### config.mk
export PLATFORM = sky130hd
export DESIGN_NAME = conv3x3_sched
export DESIGN_NICKNAME = d
export VERILOG_FILES = /design/src/rtl/conv3x3_sched_pkg.sv /design/src/rtl/conv3x3_line_buf.sv /design/src/rtl/conv3x3_sched.sv
export SDC_FILE = /design/constraint.sdc
export NUM_CORES = 1
export LEC_CHECK = 0
export ABC_AREA = 1
export CAP_MARGIN = 15
export CELL_PAD_IN_SITES_DETAIL_PLACEMENT = 1
export CELL_PAD_IN_SITES_GLOBAL_PLACEMENT = 1
export CORE_ASPECT_RATIO = 0.75
export CORE_MARGIN = 5
export CORE_UTILIZATION = 44
export CTS_BUF_LIST = sky130_fd_sc_hd__clkbuf_8
export DETAILED_ROUTE_END_ITERATION = 12
export PLACE_DENSITY_LB_ADDON = 0.1
export SLEW_MARGIN = 25
export SYNTH_ARGS = -nofsm -noshare
export SYNTH_HDL_FRONTEND = slang
export SYNTH_SLANG_ARGS = --single-unit
### constraint.sdc
create_clock -name clk -period 3.3 [get_ports clk]
set_clock_uncertainty 0.05 [all_clocks]
set_input_delay 0.495 -clock clk [delete_from_list [all_inputs] [get_ports clk]]
set_output_delay 0.495 -clock clk [all_outputs]
set_load 0.05 [all_outputs]
### src/rtl/conv3x3_sched_pkg.sv
// Shared types and packing helpers for the 3x3 convolution sequencer.
// Tap (row,col) of a window sits at bit offset (row*3+col)*bits, row 0 being the oldest row.
package conv3x3_sched_pkg;

   localparam int unsigned KERN_TAPS = 9;
   localparam int unsigned W_BITS    = 8;
   localparam int unsigned RES_BITS  = 32;

   typedef enum logic [2:0] {
      IDLE,
      LOAD_K,
      RUN,
      DRAIN,
      DONE
   } state_t;

   function automatic int unsigned pix_lsb(input int unsigned row,
                                           input int unsigned col,
                                           input int unsigned bits);
      return (row * 3 + col) * bits;
   endfunction

   function automatic int unsigned kern_lsb(input int unsigned idx);
      return idx * W_BITS;
   endfunction

endpackage

### src/rtl/conv3x3_line_buf.sv
// Two-row line buffer plus 3x3 sliding window; flags the pixel that completes a window
// and registers the packed window (p00 at LSBs .. p22 at MSBs) one cycle later.
module conv3x3_line_buf
   import conv3x3_sched_pkg::*;
#(
   parameter int unsigned DATA_BITS = 8,
   parameter int unsigned IMG_W     = 8,
   parameter int unsigned XB        = 3,
   parameter int unsigned YB        = 3
) (
   input  logic                     clk,
   input  logic                     rst,
   input  logic                     i_valid,
   input  logic [XB-1:0]            i_x,
   input  logic [YB-1:0]            i_y,
   input  logic [DATA_BITS-1:0]     i_pix,
   output logic                     o_complete,
   output logic                     o_win_valid,
   output logic [9*DATA_BITS-1:0]   o_win
);

   logic [DATA_BITS-1:0]   r_row1 [IMG_W];
   logic [DATA_BITS-1:0]   r_row2 [IMG_W];
   logic [DATA_BITS-1:0]   r_c0   [3];
   logic [DATA_BITS-1:0]   r_c1   [3];
   logic [DATA_BITS-1:0]   w_col  [3];
   logic [9*DATA_BITS-1:0] w_win;

   always_comb begin
      w_col[0]   = r_row2[i_x];
      w_col[1]   = r_row1[i_x];
      w_col[2]   = i_pix;
      o_complete = i_valid && (i_x >= XB'(2)) && (i_y >= YB'(2));
      w_win      = '0;
      for (int unsigned r = 0; r < 3; r++) begin
         w_win[pix_lsb(r, 0, DATA_BITS) +: DATA_BITS] = r_c0[r];
         w_win[pix_lsb(r, 1, DATA_BITS) +: DATA_BITS] = r_c1[r];
         w_win[pix_lsb(r, 2, DATA_BITS) +: DATA_BITS] = w_col[r];
      end
   end

   always_ff @(posedge clk) begin
      if (rst) begin
         o_win_valid <= 1'b0;
         o_win       <= '0;
         for (int unsigned i = 0; i < IMG_W; i++) begin
            r_row1[i] <= '0;
            r_row2[i] <= '0;
         end
         for (int unsigned r = 0; r < 3; r++) begin
            r_c0[r] <= '0;
            r_c1[r] <= '0;
         end
      end else begin
         o_win_valid <= o_complete;
         if (o_complete) begin
            o_win <= w_win;
         end
         if (i_valid) begin
            r_row2[i_x] <= r_row1[i_x];
            r_row1[i_x] <= i_pix;
            // Column history restarts at x=0 so windows never straddle two rows.
            for (int unsigned r = 0; r < 3; r++) begin
               r_c0[r] <= (i_x == '0) ? '0 : r_c1[r];
               r_c1[r] <= w_col[r];
            end
         end
      end
   end

endmodule

### src/rtl/conv3x3_sched.sv
// 3x3 convolution sequencer: kernel load, credit-limited pixel streaming, result FIFO.
// Define CONV3X3_SCHED_RELU_EN to clamp negative results to zero at the FIFO output.
module conv3x3_sched
   import conv3x3_sched_pkg::*;
#(
   parameter int unsigned DATA_BITS  = 8,
   parameter int unsigned IMG_W      = 8,
   parameter int unsigned IMG_H      = 8,
   parameter int unsigned ADDR_BITS  = 16,
   parameter int unsigned RBUF_DEPTH = 4
) (
   input  logic                            clk,
   input  logic                            rst,
   input  logic                            start,
   output logic                            busy,
   output logic                            done,
   output logic                            w_rd_en,
   output logic [3:0]                      w_addr,
   input  logic [W_BITS-1:0]               w_data,
   output logic                            px_rd_en,
   output logic [ADDR_BITS-1:0]            px_addr,
   input  logic [DATA_BITS-1:0]            px_data,
   output logic                            conv_valid,
   output logic [9*DATA_BITS-1:0]          conv_pix,
   output logic [KERN_TAPS*W_BITS-1:0]     conv_kern,
   input  logic [RES_BITS-1:0]             conv_result,
   input  logic                            conv_rvalid,
   output logic [RES_BITS-1:0]             res_data,
   output logic                            res_valid,
   input  logic                            res_ready
);

   localparam int unsigned XB = $clog2(IMG_W);
   localparam int unsigned YB = $clog2(IMG_H);
   localparam int unsigned CB = $clog2(RBUF_DEPTH + 1);
   localparam int unsigned PB = (RBUF_DEPTH > 1) ? $clog2(RBUF_DEPTH) : 1;

   localparam logic [XB-1:0]        X_LAST   = XB'(IMG_W - 1);
   localparam logic [YB-1:0]        Y_LAST   = YB'(IMG_H - 1);
   localparam logic [ADDR_BITS-1:0] N_RES_M1 = ADDR_BITS'((IMG_W - 2) * (IMG_H - 2) - 1);
   localparam logic [CB-1:0]        DEPTH    = CB'(RBUF_DEPTH);
   localparam logic [PB-1:0]        PTR_LAST = PB'(RBUF_DEPTH - 1);
   localparam logic [3:0]           K_LAST   = 4'(KERN_TAPS - 1);

   state_t                r_state;
   logic [XB-1:0]         r_rd_x, r_iss_x, r_px_x;
   logic [YB-1:0]         r_rd_y, r_iss_y, r_px_y;
   logic [ADDR_BITS-1:0]  r_rd_addr;
   logic [ADDR_BITS-1:0]  r_pop_cnt;
   logic                  r_px_pend;
   logic                  r_wcap_en;
   logic [3:0]            r_wcap_idx;
   logic [KERN_TAPS*W_BITS-1:0] r_kern;
   logic [CB-1:0]         r_used;
   logic [CB-1:0]         r_count;
   logic [PB-1:0]         r_wr_ptr, r_rd_ptr;
   logic [RES_BITS-1:0]   r_fifo [RBUF_DEPTH];

   logic                  w_issue, w_pop, w_push, w_free_arr, w_last_rd, w_complete;
   logic [RES_BITS-1:0]   w_head;

   always_comb begin
      w_issue    = (r_state == RUN) && (r_used < DEPTH);
      w_push     = conv_rvalid && ((r_state == RUN) || (r_state == DRAIN));
      w_free_arr = r_px_pend && !w_complete;
      w_last_rd  = (r_rd_x == X_LAST) && (r_rd_y == Y_LAST);
      res_valid  = (r_count != '0);
      w_pop      = res_valid && res_ready;
      w_head     = r_fifo[r_rd_ptr];
`ifdef CONV3X3_SCHED_RELU_EN
      res_data   = w_head[RES_BITS-1] ? '0 : w_head;
`else
      res_data   = w_head;
`endif
      conv_kern  = r_kern;
   end

   always_ff @(posedge clk) begin
      if (rst) begin
         r_state   <= IDLE;
         busy      <= 1'b0;
         done      <= 1'b0;
         w_rd_en   <= 1'b0;
         w_addr    <= '0;
         px_rd_en  <= 1'b0;
         px_addr   <= '0;
         r_rd_x    <= '0;
         r_rd_y    <= '0;
         r_iss_x   <= '0;
         r_iss_y   <= '0;
         r_rd_addr <= '0;
         r_pop_cnt <= '0;
      end else begin
         done     <= 1'b0;
         px_rd_en <= 1'b0;
         if (w_pop) begin
            r_pop_cnt <= r_pop_cnt + 1'b1;
         end
         case (r_state)
            IDLE: begin
               if (start) begin
                  r_state   <= LOAD_K;
                  busy      <= 1'b1;
                  w_rd_en   <= 1'b1;
                  w_addr    <= '0;
                  r_rd_x    <= '0;
                  r_rd_y    <= '0;
                  r_rd_addr <= '0;
                  r_pop_cnt <= '0;
               end
            end
            LOAD_K: begin
               if (w_addr == K_LAST) begin
                  w_rd_en <= 1'b0;
                  r_state <= RUN;
               end else begin
                  w_addr <= w_addr + 1'b1;
               end
            end
            RUN: begin
               if (w_issue) begin
                  px_rd_en  <= 1'b1;
                  px_addr   <= r_rd_addr;
                  r_iss_x   <= r_rd_x;
                  r_iss_y   <= r_rd_y;
                  r_rd_addr <= r_rd_addr + 1'b1;
                  if (r_rd_x == X_LAST) begin
                     r_rd_x <= '0;
                     r_rd_y <= r_rd_y + 1'b1;
                  end else begin
                     r_rd_x <= r_rd_x + 1'b1;
                  end
                  if (w_last_rd) begin
                     r_state <= DRAIN;
                  end
               end
            end
            DRAIN: begin
               if (w_pop && (r_pop_cnt == N_RES_M1)) begin
                  r_state <= DONE;
                  done    <= 1'b1;
                  busy    <= 1'b0;
               end
            end
            DONE: begin
               r_state <= IDLE;
            end
            default: begin
               r_state <= IDLE;
            end
         endcase
      end
   end

   // Window pixels keep their credit until the result leaves the FIFO, which bounds occupancy.
   always_ff @(posedge clk) begin
      if (rst) begin
         r_px_pend  <= 1'b0;
         r_px_x     <= '0;
         r_px_y     <= '0;
         r_wcap_en  <= 1'b0;
         r_wcap_idx <= '0;
         r_kern     <= '0;
         r_used     <= '0;
         r_count    <= '0;
         r_wr_ptr   <= '0;
         r_rd_ptr   <= '0;
         for (int unsigned i = 0; i < RBUF_DEPTH; i++) begin
            r_fifo[i] <= '0;
         end
      end else begin
         r_px_pend  <= px_rd_en;
         r_px_x     <= r_iss_x;
         r_px_y     <= r_iss_y;
         r_wcap_en  <= w_rd_en;
         r_wcap_idx <= w_addr;
         if (r_wcap_en) begin
            r_kern[kern_lsb(32'(r_wcap_idx)) +: W_BITS] <= w_data;
         end
         r_used  <= r_used + CB'(w_issue) - CB'(w_free_arr) - CB'(w_pop);
         r_count <= r_count + CB'(w_push) - CB'(w_pop);
         if (w_push) begin
            r_fifo[r_wr_ptr] <= conv_result;
            r_wr_ptr         <= (r_wr_ptr == PTR_LAST) ? '0 : r_wr_ptr + 1'b1;
         end
         if (w_pop) begin
            r_rd_ptr <= (r_rd_ptr == PTR_LAST) ? '0 : r_rd_ptr + 1'b1;
         end
      end
   end

   always_ff @(posedge clk) begin
      if (!rst && w_push && !w_pop) begin
         assert (r_count < DEPTH);
      end
   end

   conv3x3_line_buf #(
      .DATA_BITS (DATA_BITS),
      .IMG_W     (IMG_W),
      .XB        (XB),
      .YB        (YB)
   ) u_line_buf (
      .clk         (clk),
      .rst         (rst),
      .i_valid     (r_px_pend),
      .i_x         (r_px_x),
      .i_y         (r_px_y),
      .i_pix       (px_data),
      .o_complete  (w_complete),
      .o_win_valid (conv_valid),
      .o_win       (conv_pix)
   );

endmodule

* After elaboration in Yosys (flattened, before gate mapping)
Memory sizes are Yosys's and may differ from the RTL's. A register that Yosys moved wholly into a read port is not among the register bits.
Cells that the tools add are included.
** Word-level totals
- Memories kept :: 5
- Bits in registers :: 238
- Bits in read-only memories :: 0
- Input port bits :: 53
- Bits in latches :: 0
- Memory bits (writable) :: 304
** Operators by class
- Bitwise gates (word level) :: 8
- Magnitude comparators :: 3
- Reduce and logical (&&, ||, !) cells :: 28
- Multiply operators :: 0
- Equality and inequality tests :: 16
- Shifts and indexed selects :: 2
- Muxes and demuxes :: 62
- Div/mod/pow operators :: 0
- Add/subtract/negate cells :: 13
** Memories
- r_fifo :: depth 4, bits a word 32, read ports 1, clocked after memory_dff 1, wr ports 4, line conv3x3_sched.sv:57 : logic [RES_BITS-1:0] r_fifo [RBUF_DEPTH];
- u_line_buf.r_row1 :: depth 8, bits a word 8, read ports 1, clocked after memory_dff 1, wr ports 8, line conv3x3_line_buf.sv:22 : logic [DATA_BITS-1:0] r_row1 [IMG_W];
- u_line_buf.r_row2 :: depth 8, bits a word 8, read ports 1, clocked after memory_dff 1, wr ports 8, line conv3x3_line_buf.sv:23 : logic [DATA_BITS-1:0] r_row2 [IMG_W];
- u_line_buf.r_c0 :: depth 3, bits a word 8, read ports 3, clocked after memory_dff 3, wr ports 3, line conv3x3_line_buf.sv:24 : logic [DATA_BITS-1:0] r_c0 [3];
- u_line_buf.r_c1 :: depth 3, bits a word 8, read ports 3, clocked after memory_dff 0, wr ports 3, line conv3x3_line_buf.sv:25 : logic [DATA_BITS-1:0] r_c1 [3];
** Operators with widths (count)
- $mux W8 :: 11
- $mux W16 :: 5
- $bwmux W72 :: 1
- $shift A8 B34 Y72 const A :: 1
- $shiftx A8 B34 Y72 :: 1
- $mux W3 :: 14
- $neg A7 Y34 :: 1
- $add A16 B1 Y16 const B :: 2
- $mux W32 :: 1
- $pmux W16 S2 :: 1
- $reduce_or A32 Y1 :: 1
- $eq A16 B6 Y1 const B :: 1
- $mux W1 :: 16
- $reduce_or A8 Y1 :: 2
- $pmux W3 S2 :: 2
- $pmux W3 S4 :: 1
- $reduce_and A3 Y1 :: 4
- $mux W2 :: 5
- $ne A2 B2 Y1 const B :: 5
- $sub A3 B1 Y3 :: 3
- $logic_and A1 B1 Y1 :: 8
- $mux W4 :: 2
- $pmux W4 S2 :: 1
- $add A3 B1 Y3 :: 2
- other kinds (23) :: 41

* Depth between registers and ports, before layout
Gate-level depths: netlist of the first run.
- Depth after elaboration :: 8
- Gate-level depth with buffers :: 13
- Depth with buffers taken out :: 12

* Cells and area by module
From an unflattened synthesis of the first run, not the netlist that was laid out.
** Second synthesis, totals
- Cells, all modules :: 2606
- Area total of the unflattened synthesis :: 23243.5 um2
** By module, submodules not included
- conv3x3_sched :: sequential area each 7186.9 um2, area an instance 12553.3 um2, cells an instance 1458, times used 1
- conv3x3_line_buf :: sequential area each 6746.5 um2, area an instance 10690.3 um2, cells an instance 1148, times used 1

* Worst setup path before layout of the first run
OpenSTA, ideal clock, no wires.
- Path type :: input to register
- Start point :: input port rst
- End point :: memory u_line_buf.r_c0[0][0], enable pin
- Path buffers :: 2
- Path slack :: 0.641 ns
- Data arrival time :: 2.025 ns
- Required time :: 2.666 ns
- Cell stages on the path :: 4
- Cells stage by stage :: clkinv_1 > clkbuf_1 > buf_1 > nand2_1
** RTL lines
- from (decl) :: line conv3x3_sched.sv:13 : input logic rst,
- to (decl) :: line conv3x3_line_buf.sv:24

==> results of run 1 <==
power by group:
group | internal [µW] | switching, µW | leakage [µW]
Sequential | 7730 | 300 | 0.00507
Clock | 3060 | 2760 | 0.00103
Combinational | 1370 | 3740 | 0.00483
Total | 12200 | 6800 | 0.0109
metal layers:
layer  track usage (%)  vias to the layer above
met1              33.5                     8928
met5                 0                        -
met2              39.2                      453
met4              7.30                        0
met3              6.28                      109
li1                  -                     8516
worst max path at each step:
stage          slack (ns)                    end  cells past startpoint          start
4_1_cts              0.32           res_data[14]                      4       register
3_3_place_gp         0.49             r_count[2]                     10      res_ready
3_5_place_dp         0.43             r_count[2]                     10      res_ready
6_report             0.37           res_data[14]                      4       register
2_1_floorplan        0.64  u_line_buf.r_c0[0][0]                      4            rst
5_1_grt              0.21          conv_kern[18]                      7  r_wcap_idx[0]
cells in the final DEF (no fill, tap or decap), drive strengths merged:
cell type      count
nand2            211
nor2             755
buf               93
inv              219
nand3b             1
o21bai             2
nor4               3
o21ai            267
nand4             16
and3               3
o22a               5
nand3             60
o31ai              3
o22ai             64
clkinv            24
clkbuf           112
ha                17
xor2               5
a21oi            101
clkinvlp           4
dfxtp            238
edfxtp           304
clkdlybuf4s50    221
o211a              3
diode              1
nor3              21
fa                 2
flip-flops by register name, summed over array words and instances (netlist names), 4 cells and up, named ones only:
| name | cells |
|---|---|
| u_line_buf.r_row1 | 64 |
| u_line_buf.r_c1 | 24 |
| r_pop_cnt | 16 |
| conv_pix | 24 |
| r_wcap_idx | 4 |
| w_addr | 4 |
| u_line_buf.r_c0 | 24 |
| r_rd_addr | 16 |
| conv_kern | 72 |
| u_line_buf.o_win | 48 |
| r_fifo | 128 |
| u_line_buf.r_row2 | 64 |
| px_addr | 16 |
cells by family after synthesis:
| logic type | after synthesis | synth area share [%] |
|---|---|---|
| AO/OA/AOI/OAI | 445 | 10.7 |
| XOR/XNOR | 5 | 0.199 |
| adder cells (fa/ha/maj) | 19 | 1.15 |
| buffers and inverters | 312 | 5.40 |
| flip-flops | 542 | 63.2 |
| AND/OR/NAND/NOR | 1070 | 19.4 |
synthesized netlist by cell type, drive strengths merged (5+ instances only):
| master | n |
|---|---|
| clkinv | 12 |
| edfxtp | 304 |
| dfxtp | 238 |
| ha | 17 |
| xor2 | 5 |
| o21ai | 267 |
| clkbuf | 95 |
| buf | 22 |
| nor2 | 755 |
| o22a | 5 |
| nand2 | 211 |
| nand3 | 60 |
| o22ai | 64 |
| nand4 | 16 |
| a21oi | 101 |
| inv | 183 |
| nor3 | 21 |
tightest hold or removal path, stage by stage:
cell and delay [ns]:
buf_2 0.15, buf_4 0.22, nor2_1 0.11
what timing repair did:
item,CTS,global route
buffers inserted,0,0
endpoints found under the setup margin,9,0
gates resized for setup,1,0
stage by stage:
stage	std cells	util (%)	setup slack (ns)	area (µm²)	total power (µW)
3_5_place_dp	3247	50.8	0.425	25300	13300
6_report	3412	54.4	0.369	27100	19000
5_1_grt	3412	54.4	0.211	27100	19900
2_1_floorplan	2393	-	0.641	22000	11400
4_1_cts	3411	54.4	0.318	27100	19100
3_3_place_gp	3247	50.8	0.486	25300	13100
final cells by class:
cell class | count | area share, %
Antenna cell | 1 | 0.00923
Clock buffer | 112 | 5.69
Clock inverter | 52 | 0.868
Inverter | 195 | 2.71
Multi-Input combinational cell | 1539 | 25.6
Sequential cell | 542 | 51.3
Tap cell | 657 | 3.03
Timing Repair Buffer | 314 | 10.9
==> impl_metrics.tcl, run 1 <==
set metrics [dict create \
    num_rows 71 \
    cts_hold_buf 0 \
    root_buffer "clkbuf_8" \
    whs_ns 0.293 \
    die_x_um 268 \
    antenna_found_initial 1 \
    worst_path_most_repeated_cell "buf_4" \
    ir_drop_mv 0.441 \
    crit_type "reg -> out" \
    r2r-end "conv_kern[49]" \
    p_leak_uw 0.0109 \
    synth_ff_type "edfxtp_1" \
    crit_fanout 64 \
    rsz0062_at_grt "no" \
    fin_crit_sh_pct 88.8 \
    timing.rr.start "r_wcap_idx[0]" \
    ios 255 \
    synth_cell_types 35 \
    drc 0 \
    wl_met3_um 4440 \
    synth_edf_count 304 \
    dr.pass1.iters 5 \
    grt_pass1_wl_um 106000 \
    multi_input_area_um2 6930 \
    wl_met1_um 30700 \
    cts_buffers 87 \
    io_buffers 254 \
    min_from "rst" \
    highest_layer "met4" \
    synth_top_area_cell "edfxtp_1" \
    die_area_um2 54600 \
    final-hold-violation-count 0 \
    crit_buf_inv 2 \
    crit_family "buffers and inverters" \
    synth_seq_cells 542 \
    ff2ff_setup_slack_ns 0.53 \
    drtAntennaViolNets 0 \
    setup_tns_ns 0 \
    synthArstFlopShare_pct 0 \
    grt_max_degree 108 \
    worst_skew_pair.late_latency_ns 0.68 \
    vias_per_cell 5.28 \
    met2_length_um 31300 \
    die_y_um 204 \
    routed_wl_um 68100 \
    htree_levels 3 \
    slew_violations 0 \
    drv_cap 0 \
    drive_above_1_share_pct 9.04 \
    cp-start-kind "register" \
    regArea_um2 13900 \
    fillers 5636 \
    hp-class "in -> reg" \
    place_congestion 0.823 \
    clkSinkCount 542 \
    reg2regPathDepth 7 \
    cts.path.max_buffers 3 \
    syn_avg_cell_area_um2 9.19 \
    min_path_cells 3 \
    crit_path_cell_trace "buf_4, o21ai_0, o22ai_1, buf_4" \
    arrival_ns 2.39 \
    tritoncts "done" \
    nNetsFinal 2751 \
    relSlewSlack_pct 29.8 \
    wl_per_cell_um 20.0 \
    fin_crit_ns 2.93 \
    crit_path_top_delay_cell "buf_4" \
    areaGrowthSynthToFinish_pct 23.3 \
    cts.clk_slew.worst_paths_ns 0.06 \
    syn_inst 2393 \
    status "complete, no violations" \
    netlist_area_um2 22000 \
    dp_hpwl_um 45600 \
    max_stage_delay_ns 0.56 \
    synth_area_leaders "edfxtp_1 42%, dfxtp_1 22%, nor2_1 13%, o21ai_0 5.9%, nand2_1 3.6%" \
    drt_iter0_markers 1428 \
    min_to "conv_kern[62]" \
    yosysSeqAreaShare_pct 63.2 \
    yosysTopAreaCellShare_pct 41.5 \
    end_kind "output port" \
    critical_path_required_ns 2.75 \
    grt_overflow 0 \
    tightest_slew_ns 1.05 \
    grt.total_usage_pct 24.6 \
    finalSetupViolCount 0 \
    p_per_area_nw_per_um2 699 \
    synth_warnings 0 \
    via_count 18000 \
    grt_pass1_vias 18900 \
    start_util_pct 44.1 \
    core_um2 49800 \
    synth_fp_nets 2465 \
    fmax_ghz 0.341 \
]
Note: power is estimated with default switching activity, not from simulation.
==> run 2, diff against run 1 <==
ABC_AREA = not set   (was 1)
CTS_CLUSTER_SIZE = 28   (was not set)
==> run 2 against run 1 <==
Compared with the run above: first-iteration DRC count decreased by 36%; synthesized cell count decreased by 20%; worst setup slack improved by 0.12 ns; sequential share of layout area decreased by 0.70 points; fmax increased by 4.4%; worst hold slack got worse by 0.20 ns; register-to-register slack improved by 0.18 ns; largest cell class unchanged; wire length decreased by 5.9%; combinational power decreased by 68%; total power decreased by 22%.
==> impl_metrics.tcl, run 2 <==
set metrics [dict create \
    cts_setup_buffers 0 \
    synth_fp_nets 1987 \
    grt_busiest_layer "met2" \
    die_y_um 205 \
    synth_top_area_cell "edfxtp_1" \
    status "complete, no violations" \
    syn_avg_cell_area_um2 11.6 \
    cp-startpoint "r_count[2]" \
    min_from "rst" \
    grt_max_degree 69 \
    tritoncts "done" \
    crit_fanout 4 \
    core_um2 50100 \
    synth_cell_types 64 \
    synth.most_common_cell "edfxtp_1" \
    cts.clk_slew.worst_paths_ns 0.07 \
    netlist_area_um2 22300 \
    max_stage_delay_ns 0.76 \
    die_x_um 270 \
    fmax_ghz 0.356 \
    use_met3_pct 4.95 \
    ctsResizeCount 0 \
    synth_common_cells "304 x edfxtp_1, 239 x nand2_1, 238 x dfxtp_1" \
    cts_hold_buf 0 \
    largest_register_ffs 128 \
    clkSinkCount 542 \
    drv_cap 0 \
    r2r-end "r_used[2]" \
    grt_pass1_vias 17000 \
    grt_pass1_wl_um 99400 \
    cp-start-kind "register" \
    num_rows 71 \
    synth_warnings 0 \
    nNetsFinal 2282 \
    drive_above_1_share_pct 13.8 \
    setup_tns_ns 0 \
    p_leak_uw 0.00982 \
    areaGrowthSynthToFinish_pct 23.5 \
    grt.total_usage_pct 22.9 \
    worst_skew_pair.late_latency_ns 0.66 \
    yosysTopAreaCellShare_pct 41.0 \
    cts.path.max_buffers 3 \
    crit_path_top_delay_cell "clkdlybuf4s50_1" \
    drc 0 \
    finalSetupViolCount 0 \
    io_buffers 254 \
    reg2regPathDepth 9 \
    antenna_found_initial 1 \
    ir_drop_mv 0.312 \
    root_buffer "clkbuf_8" \
    via_count 15900 \
    grt_overflow 0 \
    arrival_ns 2.26 \
    final_cell_mix "304 x edfxtp_1, 239 x nand2_1, 236 x dfxtp_1" \
    final-hold-violation-count 0 \
    synth_ff_type "edfxtp_1" \
    cts_buffers 86 \
    synth_seq_cells 542 \
    min_path_cells 2 \
    drt_iter0_markers 919 \
    wl_per_cell_um 21.8 \
    fillers 5217 \
    yosysSeqAreaShare_pct 62.4 \
    syn_inst 1915 \
    synthArstFlopShare_pct 0 \
    setup_ws_ns 0.493 \
    synth_area_leaders "edfxtp_1 41%, dfxtp_1 21%, and2_1 6.1%, mux4_2 4.9%, nand2_1 4.0%" \
    slew_violations 0 \
    drtAntennaViolNets 0 \
    place_congestion 0.760 \
    dp_hpwl_um 43200 \
    p_per_area_nw_per_um2 540 \
    ff2ff_setup_slack_ns 0.71 \
    pre_cts_slack_ns 0.589 \
    crit_type "reg -> out" \
    vias_per_cell 5.41 \
    use_met2_pct 38.7 \
    crit_path_cell_trace "or3_2, clkdlybuf4s50_1" \
    rsz0062_at_grt "no" \
    ios 255 \
    min_to "u_line_buf.o_win[32]" \
    grt.met1_usage_pct 30.4 \
    tightest_slew_ns 1.01 \
    regMostFlops "r_fifo" \
    htree_levels 3 \
    end_kind "output port" \
    fin_crit_sh_pct 85.1 \
    critical_path_required_ns 2.75 \
    dr.pass1.iters 5 \
    mostFrequentLayoutCell "edfxtp_1" \
    synth_edf_count 304 \
    routed_wl_um 64100 \
    fin_crit_ns 2.81 \
    hp-class "in -> reg" \
    timing.rr.start "r_count[2]" \
    die_area_um2 55200 \
    start_util_pct 44.4 \
    relSlewSlack_pct 32.5 \
]
==> run 2: cell types whose count changed after synthesis, moves of 18 or more <==
cell | previous run | this run
nor2_1 | 748 | 123
and2_1 | 0 | 217
o21ai_0 | 259 | 64
inv_1 | 177 | 21
o22ai_1 | 64 | 0
a21oi_1 | 101 | 159
mux4_2 | 0 | 48
mux2i_1 | 0 | 42
nand2_1 | 208 | 239
nand2b_1 | 0 | 19
nor2b_1 | 0 | 18
or3_1 | 0 | 18
==> run 2: power breakdown <==
part | switching [µW] | total, µW | leakage [µW] | internal [µW]
sequential | 96.4 | 7400 | 0.00506 | 7300
combinational | 1020 | 1620 | 0.00374 | 595
clock | 2710 | 5830 | 0.00102 | 3120
==> run 2: worst max-delay path by stage <==
stage                     cells after the start            to  slack, ns
after detailed placement                     11     r_used[2]       0.59
after global routing                          2     res_valid       0.39
after global placement                       11     r_used[2]       0.58
after floorplan                               3  r_fifo[3][0]       0.64
after CTS                                     2     res_valid       0.40
final                                         2     res_valid       0.49
==> run 2: final cells by class <==
| type | instances | area, µm² | area share [%] |
|---|---|---|---|
| well taps | 657 | 822 | 2.99 |
| diodes | 1 | 2.50 | 0.00910 |
| clock inverters | 55 | 310 | 1.13 |
| inverters | 23 | 88.8 | 0.323 |
| multi-input cells | 1230 | 7830 | 28.5 |
| clock buffers | 105 | 1450 | 5.26 |
| repair buffers | 327 | 3090 | 11.2 |
| flip-flops and latches | 542 | 13900 | 50.6 |
==> run 2: logic make-up (layout without fill, tap and decap cells) <==
group                    count (synthesis)  count (layout)  synth area share, %
multiplexers                           106             106                 7.56
adder cells (fa/ha/maj)                 19              19                 1.14
AO/OA/AOI/OAI                          279             279                 7.06
flip-flops                             542             542                 62.4
other                                    0               1                    0
XOR/XNOR                                18              18                0.708
AND/OR/NAND/NOR                        808             808                 18.6
buffers and inverters                  143             510                 2.51
==> run 2: layer usage <==
metal	vias to the layer above	routed length, µm
met5	-	0
li1	7415	-
met2	355	30800
met3	97	3140
met1	8041	28800
met4	0	1320
==> run 2: critical path: cells and delay by family, from the launching register on <==
family | cells | cell delay, ns
buffers and inverters | 1 | 0.76
flip-flops | 1 | 0.34
AND/OR/NAND/NOR | 1 | 0.49
==> run 2: per-stage QoR <==
stage	util, %	hold WS, ns	total power (µW)	instances	instance area (µm²)
after detailed placement	51.3	0.396	9170	2779	25700
after CTS	54.8	0.0281	15000	2939	27500
after global placement	51.3	0.391	9130	2779	25700
after floorplan	-	0.382	8580	1915	22300
after global routing	54.9	0.0400	15400	2940	27500
final	54.9	0.0897	14800	2940	27500
==> run 3, diff against run 2 <==
ABC_AREA = 1   (was not set)
PLACE_DENSITY_LB_ADDON = 0.2   (was 0.1)
==> run 3 against run 2 <==
Compared with the run above: clock power decreased by 2%; fmax decreased by 5.1%; global-route usage increased by 1.7 points; non-clock buffer count decreased by 18; sequential share of layout area increased by 0.84 points; first-iteration DRC count increased by 41%; die area decreased by 1.1%; via count increased by 13%; highest routed layer unchanged; total power increased by 27%; critical path depth increased by 2.
==> impl_metrics.tcl, run 3 (synthesis gave the netlist of run 1 again) <==
set metrics [dict create \
    num_rows 71 \
    hp-class "in -> reg" \
    vias_per_cell 5.30 \
    mostFrequentLayoutCell "nor2_1" \
    ff2ff_setup_slack_ns 0.50 \
    cts_setup_buffers 0 \
    p_per_area_nw_per_um2 698 \
    cts_hold_buf 0 \
    cp-start-kind "register" \
    fin_crit_sh_pct 89.7 \
    pre_cts_slack_ns 0.534 \
    p_sw_uw 6830 \
    crit_fanout 64 \
    clkSinkCount 542 \
    setup_ws_ns 0.341 \
    worst_path_most_repeated_cell "buf_4" \
    min_to "conv_kern[61]" \
    drtAntennaViolNets 0 \
    crit_path_cell_trace "buf_4, o21ai_0, o22ai_1, buf_4" \
    root_buffer "clkbuf_8" \
    rsz0062_at_grt "no" \
    setup_tns_ns 0 \
    start_util_pct 44.1 \
    grt.total_usage_pct 24.6 \
    ir_drop_mv 0.316 \
    areaGrowthSynthToFinish_pct 22.9 \
    core_um2 49800 \
    clockPowerShare_pct 30.2 \
    crit_buf_inv 2 \
    cts_buffers 87 \
    drc 0 \
    die_x_um 268 \
    tightest_slew_ns 1.17 \
    tritoncts "done" \
    grt_pass1_vias 19100 \
    max_stage_delay_ns 0.52 \
    dp_hpwl_um 45800 \
    wl_per_cell_um 20.1 \
    io_buffers 254 \
    largest_register_ffs 128 \
    pwr-share-comb_pct 27.4 \
    final_cell_mix "742 x nor2_1, 304 x edfxtp_1, 259 x o21ai_0" \
    nNetsFinal 2746 \
    cts.path.max_buffers 3 \
    worst_skew_pair.late_latency_ns 0.67 \
    status "complete, no violations" \
    routed_wl_um 68400 \
    dr.pass1.iters 5 \
    regArea_um2 13900 \
    regMostFlops "r_fifo" \
    reg2regPathDepth 11 \
    fillers 5709 \
    grt_max_degree 121 \
    ctsResizeCount 0 \
    critical_path_required_ns 2.75 \
    grt_overflow 0 \
    arrival_ns 2.41 \
    sw_frac_of_total_pct 36.2 \
    final-hold-violation-count 0 \
    p_int_uw 12000 \
    drt_iter0_markers 1299 \
    die_y_um 204 \
    diodes 0 \
    p_leak_uw 0.0109 \
    antenna_found_initial 0 \
    relSlewSlack_pct 21.8 \
    min_path_cells 3 \
    htree_levels 3 \
    via_count 18000 \
    die_area_um2 54600 \
    place_congestion 0.831 \
    timing.rr.start "r_wcap_idx[0]" \
    power_uw 18900 \
    min_from "rst" \
    cts.clk_slew.worst_paths_ns 0.07 \
    slew_violations 0 \
    finalSetupViolCount 0 \
    fin_crit_ns 2.96 \
    crit_family "buffers and inverters" \
    crit_path_top_delay_cell "buf_4" \
    end_kind "output port" \
    drv_cap 0 \
    drive_above_1_share_pct 8.81 \
    crit_type "reg -> out" \
    whs_ns 0.335 \
    ios 255 \
    grt_pass1_wl_um 106000 \
    seqPwrFrac_pct 42.5 \
    fmax_ghz 0.338 \
    multi_input_area_um2 6930 \
    r2r-end "conv_kern[31]" \
]
==> run 3: cell types whose count changed in the layout (fill, tap and decap cells not counted), moves of 18 or more <==
cell / change
inv_1: +162
or3_1: -18
a21oi_1: -57
o22ai_1: +64
mux4_2: -48
and2_1: -217
nand2b_1: -19
mux2i_1: -42
nand2_1: -32
nor2_1: +620
o21ai_0: +196
nor2b_1: -18
==> run 3: worst min-delay path: stages <==
cell and delay, ns:
buf_2 0.16, buf_4 0.24, nor2_1 0.12
==> run 3: power groups by stage <==
stage	logic, µW	clock network, µW	registers [µW]
final	5160	5690	8010
after global routing	5580	6160	8070
after CTS	5190	5840	8020
after detailed placement	5150	0	8150
after global placement	5010	0	8120
after floorplan	2920	0	8460
==> run 3: worst max path at each step <==
stage / slack, ns / to / startpoint / depth (start not counted)
2_1_floorplan: 0.64 / u_line_buf.r_c0[0][0] / rst / 4
3_3_place_gp: 0.56 / r_used[2] / res_ready / 10
3_5_place_dp: 0.53 / r_used[2] / res_ready / 10
4_1_cts: 0.27 / res_data[6] / register / 4
5_1_grt: 0.18 / res_data[20] / register / 4
6_report: 0.34 / res_data[20] / register / 4
==> run 3: stage by stage <==
step | utilization, % | cell area [µm²] | std cells
after floorplan | - | 22000 | 2393
after global placement | 50.7 | 25300 | 3242
after detailed placement | 50.8 | 25300 | 3242
after CTS | 54.2 | 27000 | 3405
after global routing | 54.2 | 27000 | 3405
final | 54.2 | 27000 | 3405
==> run 3: metal layers <==
metal	vias up	track usage [%]	routed length, µm
met3	96	5.23	4110
met5	-	0	0
met1	8943	34.0	30900
met2	493	39.9	32100
li1	8506	-	-
met4	0	6.16	1350
==> run 3: cell type report <==
class | instances | area share, %
clock buffers | 107 | 5.45
clock inverters | 56 | 0.935
inverters | 195 | 2.72
multi-input cells | 1539 | 25.6
flip-flops and latches | 542 | 51.4
well taps | 657 | 3.04
repair buffers | 309 | 10.8
